$ cat src/rtl/mem_access_pkg.sv
// mem_access_pkg: size codes, exception causes and FSM encoding for the MA stage
package mem_access_pkg;
  localparam logic [2:0] LS_B  = 3'b000;
  localparam logic [2:0] LS_H  = 3'b001;
  localparam logic [2:0] LS_W  = 3'b010;
  localparam logic [2:0] LS_BU = 3'b100;
  localparam logic [2:0] LS_HU = 3'b101;
  localparam logic [3:0] EXC_LD_MIS   = 4'd4;
  localparam logic [3:0] EXC_LD_FAULT = 4'd5;
  localparam logic [3:0] EXC_ST_MIS   = 4'd6;
  localparam logic [3:0] EXC_ST_FAULT = 4'd7;
  typedef enum logic [1:0] {S_IDLE = 2'd0, S_REQ = 2'd1, S_RESP = 2'd2} state_t;
endpackage

$ cat src/rtl/mem_access_align.sv
// ldst_align: misalignment detect, byte enables, store lane replication and load extraction
module ldst_align import mem_access_pkg::*; (
  input  logic [2:0]  code,
  input  logic [1:0]  adr,
  input  logic [31:0] st_data,
  input  logic [31:0] rdata,
  output logic        misaligned,
  output logic [3:0]  be,
  output logic [31:0] wdata,
  output logic [31:0] ld_data
);
  logic is_b, is_h, sx;
  logic [7:0] b;
  logic [15:0] h;
  assign is_b = code[1:0] == LS_B[1:0];
  assign is_h = code[1:0] == LS_H[1:0];
  assign sx = ~code[2];
  assign b = rdata[{adr, 3'b000} +: 8];
  assign h = adr[1] ? rdata[31:16] : rdata[15:0];
  assign misaligned = is_h ? adr[0] : (~is_b & (adr != 2'b00));
  assign be = is_b ? 4'b0001 << adr : is_h ? (adr[1] ? 4'b1100 : 4'b0011) : 4'b1111;
  assign wdata = is_b ? {4{st_data[7:0]}} : is_h ? {2{st_data[15:0]}} : st_data;
  assign ld_data = is_b ? {{24{sx & b[7]}}, b} : is_h ? {{16{sx & h[15]}}, h} : rdata;
endmodule

$ cat src/rtl/mem_access.sv
// mem_access: MA stage driving a req/gnt/rvalid data port with timeout and writeback register
module mem_access import mem_access_pkg::*; #(
  parameter int TIMEOUT_CYC = 255,
  parameter int CNT_W = 10
) (
  input  logic        clk,
  input  logic        rst,
  input  logic        cmd_ld_ma,
  input  logic        cmd_st_ma,
  input  logic        wbk_rd_reg_ma,
  input  logic [4:0]  rd_adr_ma,
  input  logic [31:0] rd_data_ma,
  input  logic [31:0] st_data_ma,
  input  logic [2:0]  ldst_code_ma,
  output logic        stall_ma,
  output logic        dmem_req,
  output logic        dmem_we,
  output logic [29:0] dmem_adr,
  output logic [3:0]  dmem_be,
  output logic [31:0] dmem_wdata,
  input  logic        dmem_gnt,
  input  logic        dmem_rvalid,
  input  logic [31:0] dmem_rdata,
  output logic        wbk_rd_reg_wb,
  output logic [4:0]  rd_adr_wb,
  output logic [31:0] rd_data_wb,
  output logic        ma_exception,
  output logic [3:0]  ma_excep_code,
  output logic [31:0] ma_excep_adr
);
  state_t state, state_n;
  logic [CNT_W-1:0] cnt;
  logic r_st, r_wbk;
  logic [4:0] r_rd;
  logic [2:0] r_code, a_code;
  logic [1:0] a_adr;
  logic [31:0] r_adr, r_sd, a_sd, ld_data, wdata;
  logic [3:0] be;
  logic idle, mem_op, mis, mis_exc, to, done, abort;
  assign idle = state == S_IDLE;
  assign a_code = idle ? ldst_code_ma : r_code;
  assign a_adr = idle ? rd_data_ma[1:0] : r_adr[1:0];
  assign a_sd = idle ? st_data_ma : r_sd;
  ldst_align u_align (
    .code(a_code),
    .adr(a_adr),
    .st_data(a_sd),
    .rdata(dmem_rdata),
    .misaligned(mis),
    .be(be),
    .wdata(wdata),
    .ld_data(ld_data)
  );
  assign mem_op = cmd_ld_ma | cmd_st_ma;
  assign mis_exc = idle & mem_op & mis;
  assign to = cnt == CNT_W'(TIMEOUT_CYC - 1);
  assign done = (state == S_RESP) & dmem_rvalid;
  assign abort = to & (((state == S_REQ) & ~dmem_gnt) | ((state == S_RESP) & ~dmem_rvalid));
  assign stall_ma = ~idle & ~done & ~abort;
  assign dmem_req = state == S_REQ;
  assign dmem_we = dmem_req & r_st;
  assign dmem_adr = dmem_req ? r_adr[31:2] : '0;
  assign dmem_be = dmem_req ? be : '0;
  assign dmem_wdata = dmem_req ? wdata : '0;
  always_comb begin
    state_n = state;
    state_n = idle ? ((mem_op & ~mis) ? S_REQ : S_IDLE) : (done | abort) ? S_IDLE : (dmem_req & dmem_gnt) ? S_RESP : state;
  end
  always_ff @(posedge clk) begin
    if (rst) begin
      state <= S_IDLE;
      cnt <= '0;
      r_st <= 1'b0;
      r_wbk <= 1'b0;
      r_rd <= '0;
      r_code <= '0;
      r_adr <= '0;
      r_sd <= '0;
      wbk_rd_reg_wb <= 1'b0;
      rd_adr_wb <= '0;
      rd_data_wb <= '0;
      ma_exception <= 1'b0;
      ma_excep_code <= '0;
      ma_excep_adr <= '0;
    end else begin
      state <= state_n;
      cnt <= (idle | (state_n != state)) ? '0 : cnt + CNT_W'(1);
      ma_exception <= mis_exc | abort;
      if (mis_exc) begin
        ma_excep_code <= cmd_st_ma ? EXC_ST_MIS : EXC_LD_MIS;
        ma_excep_adr <= rd_data_ma;
      end else if (abort) begin
        ma_excep_code <= r_st ? EXC_ST_FAULT : EXC_LD_FAULT;
        ma_excep_adr <= r_adr;
      end
      if (idle) begin
        r_st <= cmd_st_ma;
        r_wbk <= wbk_rd_reg_ma;
        r_rd <= rd_adr_ma;
        r_code <= ldst_code_ma;
        r_adr <= rd_data_ma;
        r_sd <= st_data_ma;
      end
      if (idle & ~mem_op) begin
        wbk_rd_reg_wb <= wbk_rd_reg_ma;
        rd_adr_wb <= rd_adr_ma;
        rd_data_wb <= rd_data_ma;
      end else if (done) begin
        wbk_rd_reg_wb <= ~r_st & r_wbk;
        if (~r_st) begin
          rd_adr_wb <= r_rd;
          rd_data_wb <= ld_data;
        end
      end else begin
        wbk_rd_reg_wb <= 1'b0;
      end
    end
  end
endmodule

$ cat config.mk
export PLATFORM = sky130hd
export DESIGN_NAME = mem_access
export DESIGN_NICKNAME = d
export VERILOG_FILES = /design/src/rtl/mem_access_pkg.sv /design/src/rtl/mem_access_align.sv /design/src/rtl/mem_access.sv
export SDC_FILE = /design/constraint.sdc
export NUM_CORES = 1
export LEC_CHECK = 0
export CAP_MARGIN = 0
export CORE_UTILIZATION = 42
export DETAILED_ROUTE_END_ITERATION = 16
export PLACE_DENSITY = 0.78
export SYNTH_ARGS = -nofsm -noshare
export SYNTH_HDL_FRONTEND = slang
export SYNTH_SLANG_ARGS = --single-unit
$ cat constraint.sdc
create_clock -name clk -period 2.82 [get_ports clk]
set_clock_uncertainty 0.2 [all_clocks]
set_input_delay 0.705 -clock clk [delete_from_list [all_inputs] [get_ports clk]]
set_output_delay 0.705 -clock clk [all_outputs]
set_load 0.01 [all_outputs]
## Word-level counts from Yosys, hierarchy flattened

Cells that the tools add are included.

- Register bits after elaboration: 161
- Output and inout port bits: 144
- Logic and storage cells: 94
- Input port bits: 111

- Bitwise gates (word level): 31
- Shift-type cells: 2
- Mux-type cells: 33
- Reduce and logical (&&, ||, !) cells: 7
- Add/subtract/negate cells: 1
- Equality and inequality tests: 6

Operators with widths:

| cell | count |
|---|---|
| 32-bit two-way mux | 11 |
| 32-bit by 6-bit variable part select with 8-bit output | 1 |
| 30-bit two-way mux | 1 |
| 4-bit two-way mux | 6 |
| 1-bit bitwise AND | 16 |
| 16-bit two-way mux | 1 |
| 5-bit two-way mux | 3 |
| 2-bit two-way mux | 6 |
| 10-bit by 1-bit adder with 10-bit output, second input constant | 1 |
| 10-bit by 8-bit == test with 1-bit output, second input constant | 1 |
| 1-bit inverter | 10 |
| 2-bit nonzero test | 3 |
| 1-bit bitwise OR | 5 |
| 2-bit by 1-bit == test with 1-bit output, second input constant | 2 |
| 2-bit logical NOT | 2 |
| 1-bit two-way mux | 4 |
| 1-bit by 2-bit left shift with 4-bit output, first input constant | 1 |
| 3-bit two-way mux | 1 |
| 2-bit == test, second input constant | 1 |
| 2-bit by 1-bit != test with 1-bit output, second input constant | 1 |
| 2-bit != test | 1 |
| 2-bit AND reduction | 1 |
| 2-bit OR reduction | 1 |

## Logic depth before layout (Yosys ltp)

Gate-level depths: netlist (run 1).

- Word-level depth: 13
- Gate-level depth with buffers: 10
- Mapped depth without buffers: 6

## Cells and area by module

A second synthesis (run 1) with hierarchy kept.

- Cells, all modules: 1,037
- Area, all modules: 8,057.7 sq um

By module, submodules not included:

| module | area an instance (sq um) | cells each | instances | seq. area each (sq um) |
|---|---|---|---|---|
| mem_access | 6,636.4 | 837 | 1 | 3,203.1 |
| ldst_align | 1,421.4 | 200 | 1 | 0.0 |

## Worst setup path after synthesis (run 1)

Ideal clock, no wire load.

- Kind: in2out
- Start point: input port ldst_code_ma[0]
- End point: output port dmem_wdata[14]
- Stages: 5
- Data required time: 1.915 ns
- Path buffers: 1
- Slack: -0.170 ns
- Arrival time: 2.085 ns
- Cell sequence: or4_1 > o31ai_1 > buf_2 > nor2_1 > a211oi_1

- Cells in the longest elaborated chain, start to end: 4

Ends and longest elaborated chain:

| element | RTL line | source |
|---|---|---|
| from (decl) | mem_access.sv:14 | `input logic [2:0] ldst_code_ma,` |
| 3-bit two-way mux | - |  |
| 2-bit logical NOT | mem_access_align.sv:15 | `assign is_b = code[1:0] == LS_B[1:0];` |
| 32-bit two-way mux | mem_access_align.sv:22 | `assign wdata = is_b ? {4{st_data[7:0]}} : is_h ? {2{st_data[15:0]}} : st_data;` |
| 32-bit two-way mux | mem_access.sv:64 | `assign dmem_wdata = dmem_req ? wdata : '0;` |
| to (decl) | mem_access.sv:20 | `output logic [31:0] dmem_wdata,` |

Every way passes these cells.

## Final worst setup path (run 1)

- Start point: register state[1]
- End point: output port dmem_wdata[25]

- Cells in the longest elaborated chain, start to end: 6
- Elaborated cells on any way between the ends: 9
- Classes of those cells: eq/ne: 2; mux: 5; reduce/logical: 2

Ends and longest elaborated chain:

| element | RTL line | source |
|---|---|---|
| from (decl) | mem_access.sv:31 | `state_t state, state_n;` |
| from (signal assigned) | mem_access.sv:86 | `state <= state_n;` |
| 2-bit logical NOT | mem_access.sv:40 | `assign idle = state == S_IDLE;` |
| 3-bit two-way mux | - |  |
| 2-bit by 1-bit == test with 1-bit output | mem_access_align.sv:16 | `assign is_h = code[1:0] == LS_H[1:0];` |
| 32-bit two-way mux (2 in a row) | mem_access_align.sv:22 |  |
| 32-bit two-way mux (*) | mem_access.sv:64 |  |

Every way passes the cells marked *; elsewhere a longest branch is shown, timed or not.

==> flow_summary.toml, run 1 <==
[worst_setup_path]
path_class = "reg -> out"
path_common_cell = "buf_12"
rrSetupSlack_ps = 100
critical_path.endpoint_type = "output port"
cp-start-kind = "flop"
cpPeakStageDelay_ps = 370
critical-path-top-delay-family = "buffers and inverters"
timing.reg2reg.worst_path_depth = 13
cp_cell_sequence = "buf_12 > nor2_4 > buf_12 > mux2i_2 > o22ai_2 > a21oi_1 > nor2_1 > buf_2"
worstPathArrival_ps = 2190
path_max_fanout = 17
worstPathRequired_ps = 1910
reg2reg_to = "rd_data_wb[6]"
reg2reg_from = "state[1]"
cp.buffers_inverters = 3
slowest_stage = "dfxtp_4"

[die]
die_height_um = 136.4
dieArea_sq_um = 18600
io_pins = 255
core_area_sq_um = 17480
std_cell_rows = 48
start_util_pct = 43.39
fp.dieW_um = 136.4

[grt]
grt_pass1_vias = 7845
met2_usage_pct = 53.53
overflow = 0
antenna_found_initial = 0
busiest_layer = "met2"
use_met1_pct = 35.92
grt_max_degree = 56
track_usage_pct = 30.72
use_met3_pct = 7.196
grt_pass1_wl_um = 43110

[worst_hold_path]
whs_path_depth = 2
min_to = "r_wbk"
holdCritPathClass = "reg -> reg"
hp-start = "r_wbk"

[yosys]
yosysTopAreaCell = "dfxtp_1"
ys.flop_type = "dfxtp_1"
synth_fp_nets = 1035
synthCells = 922
syn_avg_cell_area_sq_um = 8.225
synth-seq-cells = 160
ys_seq_area_share_pct = 42.24
synth_edf_count = 0
yosysWarningCount = 0
ys_async_sr_fraction_pct = 0
ys_types = 63
synth_area_leaders = "dfxtp_1, a21oi_1, nand2_1"
synth.cell_area_sq_um = 7584
yosysTopAreaCellShare_pct = 42.24

[power_and_ir_drop]
p_per_area_nw_per_um2 = 691.1
swShare_pct = 34.21
seqPwrFrac_pct = 34.0
p_sw_uw = 2849
p_clk_share_pct = 26.1
intPower_uw = 5479
leakage_uw = 0.004984
irDropWorstVdd_uv = 493.9
power_frac_comb_pct = 39.9
power_uw = 8329

[drt]
vias_per_cell = 5.571
ant_nets = 0
drtPass1Iterations = 5
drt_iter0_drc = 602
post_drt_wl_per_cell_um = 19.66
routed_wl_um = 28900
drc = 0
vias = 8189

[sta]
grt_setup_unrepaired = "yes"
hold_viol = 0
finalSetupViolCount = 26
slew_viol_final = 0
worst_slack_ps = -276.4
fmax_ghz = 0.3230
min_period_ps = 3096
fin_hold_ws_ps = 255.8
tns_ps = -3675
slew_headroom_pct = 46.59
timing_worst_slew_pin_value_ps = 798.2
fin_crit_sh_pct = 109.8

[placement]
hpwl_um = 19700
port_buffers = 253
gp_congestion = 0.8861
dpl_cell_area_sq_um = 10870

[clocking]
cts_buffer_depth = 2
numCtsBuffers = 17
insertion_delay_ps = 420
clkSinkCount = 160
root_buffer = "clkbuf_16"
clkTransAtPathRegs_ps = 70
cts_tree = "built"
cts_htree_levels = 4

[cells_and_area]
nets = 1346
stdcell_area_sq_um = 12050
drive_gt1_share_pct = 23.13
antennaDiodeCount = 0
layout-area-overhead-vs-synth_pct = 58.92

[status]
status = "complete, but fails checks"
violations = "setup timing"

[run]
maxCapViolCount = 0
## cells by family (layout without fill, tap and decap cells)
kind of cell | count (synthesis) | in the layout | synth area share, %
fa+ha+maj | 2 | 2 | 0.3299
other cells | 1 | 1 | 0.04945
buf+inv | 85 | 407 | 5.164
flops | 160 | 160 | 42.24
xor+xnor | 8 | 8 | 0.9238
mux | 56 | 56 | 7.507
compound gates | 304 | 305 | 24.90
simple gates | 306 | 306 | 18.89
## power groups by stage
stage / sequential [uW] / clock [uW] / combinational (uW)
global route: 2860 / 2300 / 3550
CTS: 2810 / 2200 / 3130
global placement: 2840 / 0 / 2740
floorplan: 2870 / 0 / 1360
finish: 2830 / 2170 / 3330
detailed placement: 2850 / 0 / 2790
## worst min-delay path, delay by kind of cell (launching register included)
| kind | cells | cell delay, ps |
|---|---|---|
| simple gates | 1 | 50 |
| compound gates | 1 | 50 |
| flops | 1 | 310 |
## flip-flops by register name (all words and copies together), names as in the netlist, 2 cells and up
name and flops:
r_rd 5, ma_excep_code 3, ma_excep_adr 32, rd_adr_wb 5, r_sd 32, cnt 10, state 2, r_code 3
r_adr 32, rd_data_wb 32
## placed cells by master (no fill, tap or decap), types with 23 or more instances in the layout
| master | count |
|---|---|
| buf_2 | 27 |
| mux2i_1 | 39 |
| nand2_1 | 140 |
| clkdlybuf4s50_1 | 177 |
| o21ai_0 | 36 |
| buf_4 | 87 |
| a21oi_1 | 145 |
| and2_1 | 39 |
| nor2_1 | 50 |
| dfxtp_1 | 157 |
| o221ai_1 | 25 |
| clkdlybuf4s15_1 | 23 |
## cell usage after synthesis (all sizes together), types with 8 or more instances
cell type  instances
a31oi             11
nor3b             12
mux2i             49
a22oi             10
buf               34
and2              42
a21oi            165
o221ai            25
nand3              8
clkbuf            44
o22ai             16
o21ai             44
dfxtp            160
nor2              54
nand2            151
## worst max path at each step
stage / startpoint / end / slack (ps) / cells after the start
floorplan: ldst_code_ma[0] / dmem_wdata[28] / -40 / 7
global placement: ldst_code_ma[0] / dmem_wdata[14] / -940 / 7
detailed placement: ldst_code_ma[0] / dmem_wdata[14] / -970 / 7
CTS: state[1] / dmem_wdata[27] / -220 / 7
global route: state[1] / dmem_wdata[25] / -310 / 8
finish: state[1] / dmem_wdata[25] / -280 / 8
## through the flow
stage                     std cells  utilization (%)  setup WS, ps
after floorplan                 922                -        -38.93
after global placement         1412            62.19        -943.1
after detailed placement       1412            62.19        -969.9
after CTS                      1466            67.55        -217.4
after global routing           1470            68.96        -309.0
final                          1470            68.96        -276.4
## metal layers
| layer | wire length (um) | vias to the layer above |
|---|---|---|
| met4 | 962 | 0 |
| met1 | 11540 | 3834 |
| li1 | - | 3921 |
| met5 | 0 | - |
| met2 | 14100 | 368 |
| met3 | 2303 | 66 |
## repair_timing
| action | in CTS | in global routing |
|---|---|---|
| gates resized for setup | 234 | 82 |
| setup buffers | 18 | 7 |
| hold buffers | 0 | 0 |
| pin swaps | 15 | 24 |
| endpoints found under the setup margin | 85 | 74 |
| cloned | 5 | 0 |
## final cells by class
| class | instances | area [sq um] |
|---|---|---|
| flip-flops and latches | 160 | 3212 |
| multi-input cells | 678 | 4452 |
| repair buffers | 369 | 3521 |
| well taps | 225 | 281.5 |
| clock buffers | 18 | 439.2 |
| clock inverters | 13 | 112.6 |
| inverters | 7 | 33.78 |
| fillers | 1374 | 5425 |
No activity file was read; power rests on OpenSTA's default activity.
==> run 2: changes to the inputs <==
ABC_AREA = 1   (was not set)
CAP_MARGIN = 20   (was 0)
CORE_UTILIZATION = 43   (was 42)
PLACE_DENSITY = 0.77   (was 0.78)
==> run 2 against run 1 <==
  * Clock power is 6% higher
  * Die area up 11%
  * Largest power group unchanged
  * Global-route usage fell by 1.5 points
  * Critical path type unchanged
  * The flow still finishes with violations (setup timing)
  * Sequential power is 12% higher
==> flow_summary.toml, run 2 <==
[status]
status = "complete, but fails checks"
violations = "setup timing"

[cells_and_area]
regArea_sq_um = 3211
multi_input_area_sq_um = 4803
nFillCells = 1586
finish.utilization_pct = 67.54
final_cell_mix = "nand2_1, nor2_1, clkdlybuf4s50_1, dfxtp_1, inv_1"
drive_gt1_share_pct = 20.20
nets = 1764
final_common_cell = "nand2_1"
layout-area-overhead-vs-synth_pct = 53.29

[sta]
slew_viol_final = 0
worst_slack_ps = -207.5
finalSetupViolCount = 29
fin_crit_sh_pct = 107.4
timing_worst_slew_pin_value_ps = 621.7
min_period_ps = 3028
hold_viol = 0
slew_headroom_pct = 58.55
fmax_ghz = 0.3303
grt_setup_unrepaired = "yes"

[clocking]
numCtsBuffers = 17
insertion_delay_ps = 430
root_buffer = "clkbuf_16"
cts_htree_levels = 4
clkSinkCount = 160
cts_tree = "built"
cts_buffer_depth = 2
cts_hold_buffers = 0
clkTransAtPathRegs_ps = 60

[placement]
port_buffers = 253
gp_congestion = 0.9267
hpwl_um = 21530
post-place-ws_ps = -699.4

[yosys]
syn_avg_cell_area_sq_um = 6.509
synth_fp_nets = 1439
synth_edf_count = 0
yosysTopAreaCell = "dfxtp_1"
ys_types = 40
synth_area_leaders = "dfxtp_1, nand2_1, nor2_1"
synth-seq-cells = 160
synth_common_cells = "nand2_1, nor2_1, dfxtp_1, inv_1, nand3_1"
yosysWarningCount = 0
ys_seq_area_share_pct = 37.11
ys.flop_type = "dfxtp_1"
ys_async_sr_fraction_pct = 0
yosysTopAreaCellShare_pct = 37.11
synth.cell_area_sq_um = 8631
synthCells = 1326
yosysMostFrequentCell = "nand2_1"

[worst_setup_path]
cp-start-kind = "flop"
critical-path-top-delay-family = "simple AND/OR/NAND/NOR gates"
cp_cell_sequence = "nor2_4 > buf_6 > nand2_2 > o21ai_4 > nand2_4 > inv_8 > buf_8 > nand2_1 > o211ai_1 > nand2_1 > inv_1 > buf_2"
slowest_stage = "dfxtp_4"
cp.buffers_inverters = 5
worstPathArrival_ps = 2120
critical_path.endpoint_type = "output port"
cpPeakStageDelay_ps = 370
path_max_fanout = 6
worstPathRequired_ps = 1910
path_common_cell = "nand2_1"
path_class = "reg -> out"

[drt]
ant_nets = 0
vias = 10177
post_drt_wl_per_cell_um = 16.97
drt_iter0_drc = 951
routed_wl_um = 32730
vias_per_cell = 5.276
drc = 0
drtPass1Iterations = 7

[power_and_ir_drop]
p_per_area_nw_per_um2 = 978.2
irDropWorstVdd_uv = 515.1
power_uw = 12940
leakage_uw = 0.006449

[worst_hold_path]
holdCritPathClass = "reg -> reg"

[die]
core_area_sq_um = 19590
die_height_um = 143.7
std_cell_rows = 51
io_pins = 255
dieArea_sq_um = 20640
start_util_pct = 44.06
fp.dieW_um = 143.7

[grt]
grt_pass1_wl_um = 46600
grt_max_degree = 93
track_usage_pct = 29.22
grt_pass1_vias = 8659
antenna_found_initial = 1
overflow = 0

[run]
maxCapViolCount = 0
-- run 2: cell families (layout without fill, tap and decap cells) --
group	count (synthesis)	in the layout	synth area share, %
and+or+nand+nor	721	721	35.60
buffers and inverters	239	576	12.03
AOI/OAI and AO/OA	183	183	12.70
DFF	160	160	37.11
muxes	13	13	1.508
xor gates and xnor gates	7	7	0.7104
adders and majority gates	2	2	0.2899
other	1	2	0.04345
-- run 2: stage by stage --
| stage | area [sq um] | TNS (ps) | instances | hold WS [ps] |
|---|---|---|---|---|
| 2_1_floorplan | 8631 | 0 | 1326 | 229.7 |
| 3_3_place_gp | 11890 | -18420 | 1849 | 240.7 |
| 3_5_place_dp | 11890 | -20570 | 1849 | 251.7 |
| 4_1_cts | 12620 | -1973 | 1905 | 262.6 |
| 5_1_grt | 13230 | -4573 | 1929 | 290.5 |
| 6_report | 13230 | -2825 | 1929 | 261.2 |
-- run 2: timing repair --
| action | 4_1_cts | 5_1_grt |
|---|---|---|
| resized for setup | 204 | 133 |
| hold endpoints to repair | 0 | 0 |
| setup endpoints to repair | 69 | 36 |
| pin swaps | 15 | 29 |
| buffers inserted | 25 | 22 |
| cloned | 0 | 3 |
-- run 2: layout make-up --
type / count / area share [%]
inverters: 152 / 4.407
well taps: 265 / 2.506
clock inverters: 13 / 0.9835
multi-input cells: 927 / 36.31
flip-flops and latches: 160 / 24.27
diodes: 1 / 0.01891
repair buffers: 393 / 28.19
clock buffers: 18 / 3.319
-- run 2: routing by layer --
metal | up-vias | global-route usage, % | share of wire [%]
li1 | 4842 | - | -
met1 | 4728 | 40.77 | 43
met2 | 502 | 45.73 | 45
met3 | 105 | 4.532 | 7.8
met4 | 0 | 9.854 | 4.0
met5 | - | 0 | 0
-- run 2: final timing paths --
check | start | endpoint | slack, ps | depth (start not counted)
max reg2reg | state[1] | rd_data_wb[7] | -170 | 20
min | r_wbk | r_wbk | 260 | 2
max | state[1] | dmem_wdata[24] | -210 | 12
min reg2reg | r_wbk | r_wbk | 260 | 2
-- run 2: worst reg2reg max path, stage by stage (launching register included) --
cell	delay, ps
dfxtp_4	370
nor2_4	220
buf_6	180
o21ai_4	80
buf_6	130
nor2_4	160
nand2_1	100
buf_4	150
buf_4	120
buf_4	120
buf_4	120
buf_4	120
buf_4	120
buf_4	130
buf_4	120
buf_4	120
nand2_1	90
nand3_1	100
nand3_2	90
nand2_1	50
inv_1	40
-- run 2: power breakdown --
part | switching [uW] | internal (uW)
registers | 324 | 2840
logic | 3970 | 3500
clock network | 1040 | 1250
